## src/rtl/pe_mac_db.sv

```systemverilog
// Weight-stationary signed MAC cell for a systolic array.
// It double-buffers the weight, forwards activations east and weights south, and emits partial sums L=MUL_LAT+1 cycles after issue.
module pe_mac_db #(
  parameter int DATA_W  = 16,
  parameter int ACC_W   = 32,
  parameter int MUL_LAT = 2,
  parameter int SAT_EN  = 1
) (
  input  logic              clk,
  input  logic              rst,
  input  logic [DATA_W-1:0] i_left,
  input  logic              i_left_valid,
  input  logic [ACC_W-1:0]  i_top,
  input  logic              i_top_valid,
  input  logic [DATA_W-1:0] i_w,
  input  logic              i_wload,
  input  logic              i_swap,
  input  logic              i_ovf_clr,
  output logic [DATA_W-1:0] o_right,
  output logic              o_right_valid,
  output logic [ACC_W-1:0]  o_bot,
  output logic              o_bot_valid,
  output logic [DATA_W-1:0] o_w,
  output logic              o_wload,
  output logic              o_swap,
  output logic              o_ovf
);

  localparam int PW = 2 * DATA_W;

  logic signed [DATA_W-1:0] shadow_w;
  logic signed [DATA_W-1:0] active_w;
  logic signed [DATA_W-1:0] a_q;
  logic signed [DATA_W-1:0] w_q;
  logic signed [ACC_W-1:0]  add_q [MUL_LAT];
  logic                     lv_q  [MUL_LAT];
  logic                     tv_q  [MUL_LAT];
  logic signed [PW-1:0]     mul_raw;
  logic signed [PW-1:0]     prod_out;

  // Neighbour forwarding and the shadow/active weight pair; swap copies the pre-edge shadow.
  always_ff @(posedge clk or negedge rst) begin
    if (!rst) begin
      o_right       <= '0;
      o_right_valid <= 1'b0;
      o_w           <= '0;
      o_wload       <= 1'b0;
      o_swap        <= 1'b0;
      shadow_w      <= '0;
      active_w      <= '0;
    end else begin
      o_right       <= i_left;
      o_right_valid <= i_left_valid;
      o_w           <= i_w;
      o_wload       <= i_wload;
      o_swap        <= i_swap;
      if (i_wload) shadow_w <= i_w;
      if (i_swap)  active_w <= shadow_w;
    end
  end

  // Issue stage latches operand and weight together, so a later swap cannot disturb an op in flight.
  always_ff @(posedge clk or negedge rst) begin
    if (!rst) begin
      a_q <= '0;
      w_q <= '0;
      for (int k = 0; k < MUL_LAT; k++) begin
        add_q[k] <= '0;
        lv_q[k]  <= 1'b0;
        tv_q[k]  <= 1'b0;
      end
    end else begin
      a_q      <= i_left;
      w_q      <= active_w;
      add_q[0] <= i_top_valid ? i_top : '0;
      lv_q[0]  <= i_left_valid;
      tv_q[0]  <= i_top_valid;
      for (int k = 1; k < MUL_LAT; k++) begin
        add_q[k] <= add_q[k-1];
        lv_q[k]  <= lv_q[k-1];
        tv_q[k]  <= tv_q[k-1];
      end
    end
  end

  assign mul_raw = PW'(a_q) * PW'(w_q);

  generate
    if (MUL_LAT == 1) begin : g_mul_comb
      assign prod_out = mul_raw;
    end else begin : g_mul_pipe
      logic signed [PW-1:0] prod_q [MUL_LAT-1];
      always_ff @(posedge clk or negedge rst) begin
        if (!rst) begin
          for (int k = 0; k < MUL_LAT-1; k++) prod_q[k] <= '0;
        end else begin
          prod_q[0] <= mul_raw;
          for (int k = 1; k < MUL_LAT-1; k++) prod_q[k] <= prod_q[k-1];
        end
      end
      assign prod_out = prod_q[MUL_LAT-2];
    end
  endgenerate

  logic signed [ACC_W-1:0] prod_ext;
  logic signed [ACC_W-1:0] add_l;
  logic signed [ACC_W-1:0] res;
  logic signed [ACC_W:0]   sum_w;
  logic                    lv_l;
  logic                    tv_l;
  logic                    ovf;

  // Overflow is read from the extra sum bit disagreeing with the ACC_W sign bit.
  always_comb begin
    lv_l     = lv_q[MUL_LAT-1];
    tv_l     = tv_q[MUL_LAT-1];
    add_l    = add_q[MUL_LAT-1];
    prod_ext = ACC_W'(prod_out);
    sum_w    = (ACC_W+1)'(add_l) + (ACC_W+1)'(prod_ext);
    ovf      = 1'b0;
    res      = add_l;
    if (lv_l) begin
      ovf = sum_w[ACC_W] ^ sum_w[ACC_W-1];
      res = sum_w[ACC_W-1:0];
      if (ovf && (SAT_EN != 0)) begin
        res = sum_w[ACC_W] ? {1'b1, {(ACC_W-1){1'b0}}} : {1'b0, {(ACC_W-1){1'b1}}};
      end
    end
  end

  always_ff @(posedge clk or negedge rst) begin
    if (!rst) begin
      o_bot       <= '0;
      o_bot_valid <= 1'b0;
      o_ovf       <= 1'b0;
    end else begin
      o_bot_valid <= lv_l | tv_l;
      if (lv_l | tv_l) o_bot <= res;
      if (ovf)            o_ovf <= 1'b1;
      else if (i_ovf_clr) o_ovf <= 1'b0;
    end
  end

endmodule

```

## config.mk

```make
export PLATFORM = sky130hd
export DESIGN_NAME = pe_mac_db
export DESIGN_NICKNAME = d
export VERILOG_FILES = /design/src/rtl/pe_mac_db.sv
export SDC_FILE = /design/constraint.sdc
export NUM_CORES = 1
export LEC_CHECK = 0
export CORE_ASPECT_RATIO = 1.4
export CORE_UTILIZATION = 38
export DETAILED_ROUTE_END_ITERATION = 16
export REMOVE_ABC_BUFFERS = 1
export SYNTH_ARGS = -nofsm -noshare
export SYNTH_HDL_FRONTEND = slang
export SYNTH_SLANG_ARGS = --single-unit
export TNS_END_PERCENT = 30
```

## constraint.sdc

```tcl
create_clock -name clk -period 17.06 [get_ports clk]
set_input_delay 3.412 -clock clk [delete_from_list [all_inputs] [get_ports clk]]
set_output_delay 3.412 -clock clk [all_outputs]
set_load 0.005 [all_outputs]
```

# Yosys cells after proc, flatten, opt, wreduce, memory -nomap -nowiden
# Index checks and enable logic that the tools add are counted.
# Widths: inputs -> output; s select.
[op_classes]
n_addsub = 1
multipliers = 1
muxes = 7
bitwise = 2
n_reduce_logical = 1
[ops]
columns = ["cell", "count"]
rows = [
  ["$mux 32", 4],
  ["$add 32x32->33", 1],
  ["$mul 16x16->32", 1],
  ["$mux 1", 3],
  ["$reduce_bool 2->1", 1],
  ["$or 1x1->1", 1],
  ["$xor 1x1->1", 1],
]
[word_totals]
ff_bits = 216
out_inout_bits = 69
elab_cells = 29

# Logic depth before layout (Yosys ltp)
[depth]
ltp_word = 4
mapped_depth = 24
ltp_nobuf = 23

# Worst setup path after synthesis
# No wires, ideal clock.
[synth_timing]
path_type = "flip-flop to flip-flop"
startpoint = "register a_q[11]"
endpoint = "register g_mul_pipe.prod_q[31] (netlist name)"
arrival_time_ps = 6252
required_time_ps = 16980
slack_ps = 10728
path_stages_with_launch = 23
path_buffers = 1
period_less_slack_ps = 6332
cell_sequence = "dfrtp_1 > clkbuf_1 > nand2_1 > fa_1 > fa_1 > fa_1 > inv_1 > fa_1 > fa_1 > inv_1 > fa_1 > inv_1 > ha_1 > and4_1 > a21o_1 > a311o_1 > o41a_1 > a221o_1 > a21oi_1 > a21oi_1 > o21a_1 > nor2_1 > xnor2_1"
[synth_between]
elab_chain_cells = 1
[synth_rtl]
columns = ["element", "line_no", "rtl"]
rows = [
  ["from (decl)", "33", "logic signed [DATA_W-1:0] a_q;"],
  ["from (signal assigned)", "73", "a_q <= i_left;"],
  ["$mul 16x16->32", "86", "assign mul_raw = PW'(a_q) * PW'(w_q);"],
  ["via mul_raw[31]", "38", "logic signed [PW-1:0] mul_raw;"],
  ["to (decl)", "92", "logic signed [PW-1:0] prod_q [MUL_LAT-1];"],
]
# The timed path passes the listed nets, and every way through them passes these cells.
# A chain may end at the register's enable or synchronous reset.

# Worst setup path in the final report
[layout_timing]
startpoint = "register a_q[7]"
endpoint = "register g_mul_pipe.prod_q[31] (netlist name)"
# Same word-level chain as after synthesis.

==> results.cfg <==
[sta]
period_needed_ns = 6.81
rsz0062_at_grt = no
worst_pin_slew_ns = 0.824
clock_skew_ns = 0.0275
fin_hold_ws_ns = 0.344
maxSlewViolCount = 0
finalCritPeriodShare = 0.399
fin_tns_setup_ns = 0
hold_viol = 0
setup_violations = 0
fin_ws_ns = 10.25
slew_headroom = 0.447
fmax_mhz = 147

[floorplan]
die_area_um2 = 49200
rows = 94
dieWidth_um = 188
die_h_um = 262
io_pins = 140
initial_core_util = 0.388
coreArea_um2 = 47300

[finish]
diodes = 0
drive_above_1_share = 0.0771
final_cells = 2466
fill_cells = 4525
num-nets-final = 2276
area_delta_synth_final_pct = 14.9

[placed_design]
placedCellCount = 2426
dp_hpwl_um = 33200
routabilityCongestion = 0.883
place_ws_ns = 10.26
portBuffers = 139

[setup_path]
crit_slowest_cell = dfrtp_1
path_max_fanout = 17
startpoint_type = register
cp.required_ns = 17.51
cp_common_cell = fa_1
endpoint_kind = register
critPathKind = reg2reg
slowest_delay_ns = 0.60
rr_worst_depth = 22
worstPathCellList = and2_1, fa_1, inv_1, fa_1, fa_1, fa_1, inv_1, fa_1, inv_1, fa_1, inv_1, ha_1, and4_1, a21o_1, a311o_1, o41a_1, a221o_1, a21oi_1, a21oi_1, o21a_1, nor2_1, xnor2_1
crit_arrival_ns = 7.25

[synth]
synthArstFlopShare = 1.00
synth.most_common_cell = inv_1
ys.flop_type = dfrtp_1
synthCells = 1711
ys_seq_area_frac = 0.294
syn-mean-instance-area_um2 = 10.7
synth_edf_count = 0
ys_ff_latch = 216
synth_top_cell_by_area = dfrtp_1
mappedNetlistArea_um2 = 18400
synthTopCellsByArea = dfrtp_1, fa_1, ha_1
yosysWarningCount = 0
synth_common_cells = inv_1, fa_1, dfrtp_1, and2_1, nand2_1
synthDistinctLibCells = 64
synth_top_cell_area_share = 0.294

[routing]
via_count = 11752
routed_wl_um = 41200
wl_per_cell_um = 16.7
via_per_inst = 4.77
firstDrtPassIters = 7
first_iter_violations = 545
ant_nets = 0
drc = 0

[clock_tree]
holdBufCountCts = 0
cts.path.max_buffers = 3
h-tree-depth = 1
cts_resized = 0
path_clk_slew_ns = 0.06
tritoncts = done
root_buffer = clkbuf_16
postCtsSetupBuffers = 0
cts_inserted_buffers = 24
insertion_delay_ns = 0.56
clock-sinks = 216

[global_route]
grt_max_degree = 99
antenna_found_initial = 0
first_global_vias = 13135
grt-ovfl-total = 0
track_usage = 0.177
grt_pass1_wl_um = 68600

[run_status]
outcome = completed

[min_path]
hold_depth = 0
hp-class = reg2reg

[job]
maxCapViolCount = 0
cell type report:
| type | count | area, um^2 | share of cell area |
|---|---|---|---|
| Sequential cell | 216 | 5410 | 0.256 |
| Clock inverter | 10 | 110 | 0.00522 |
| Timing Repair Buffer | 146 | 1450 | 0.0687 |
| Tap cell | 624 | 781 | 0.0370 |
| Inverter | 304 | 1140 | 0.0541 |
| Clock buffer | 30 | 633 | 0.0300 |
| Multi-Input combinational cell | 1136 | 11600 | 0.548 |
registers in the layout, indices dropped and copies added, names as in the netlist:
register,count
add_l,32
add_q,32
g_mul_pipe.prod_q,32
o_bot,32
a_q,16
active_w,16
o_w,16
shadow_w,16
w_q,16
lv_l,1
lv_q,1
o_bot_valid,1
o_ovf,1
o_swap,1
o_wload,1
tv_l,1
tv_q,1
cells in the final DEF (no fill, tap or decap), drive strengths merged, types with 4 or more instances in the layout:
master,n
o21ai,39
xor2,20
or2,4
and3,6
a21o,29
o21bai,6
ha,114
nand2,149
nor3,6
a21oi,101
mux2,33
clkdlybuf4s50,138
nor2,47
a31oi,8
and2,162
fa,263
nor2b,7
a211oi,8
o31ai,5
inv,304
clkbuf,30
o21a,12
clkinv,9
buf,8
nand3,10
or3,4
dfrtp,216
xnor2,44
nand2b,13
mux2i,17
critical path, delay by kind of cell (launching register included):
kind / cells / cell delay [ns]
fa+ha+maj: 7 / 3.29
compound gates: 7 / 1.83
simple gates: 3 / 0.63
flops: 1 / 0.60
buf+inv: 4 / 0.20
xor+xnor: 1 / 0.14
worst paths after layout:
path	from	end	slack [ns]
worst max-delay path	a_q[7]	g_mul_pipe.prod_q[31]	10.25
worst min-delay path	add_q[33]	add_l[1]	0.34
worst max register to register	a_q[7]	g_mul_pipe.prod_q[31]	10.25
worst min register to register	add_q[33]	add_l[1]	0.34
max in group asynchronous	rst	a_q[14]	12.90
min in group asynchronous	rst	o_w[4]	2.84
logic make-up after synthesis:
logic type	share of synthesized area
xor gates and xnor gates	0.0305
muxes	0.0297
adders and majority gates	0.365
and+or+nand+nor	0.114
DFF	0.294
AOI/OAI and AO/OA	0.0914
buffers and inverters	0.0755
metrics by stage:
stage                util  area (um^2)
finish              0.446        21100
CTS                 0.446        21100
global placement    0.430        20300
detailed placement  0.430        20300
floorplan               -        18100
global route        0.446        21100
metal layers:
| metal | GRT usage | vias up | wire length, um |
|---|---|---|---|
| met2 | 0.337 | 221 | 21700 |
| li1 | - | 5551 | - |
| met4 | 0.0632 | 0 | 1440 |
| met1 | 0.206 | 5905 | 16800 |
| met5 | 0 | - | 0 |
| met3 | 0.0178 | 75 | 1210 |
Power is not shown: default switching activity piles up to over one toggle a cycle in this logic, so the estimate is an artifact.
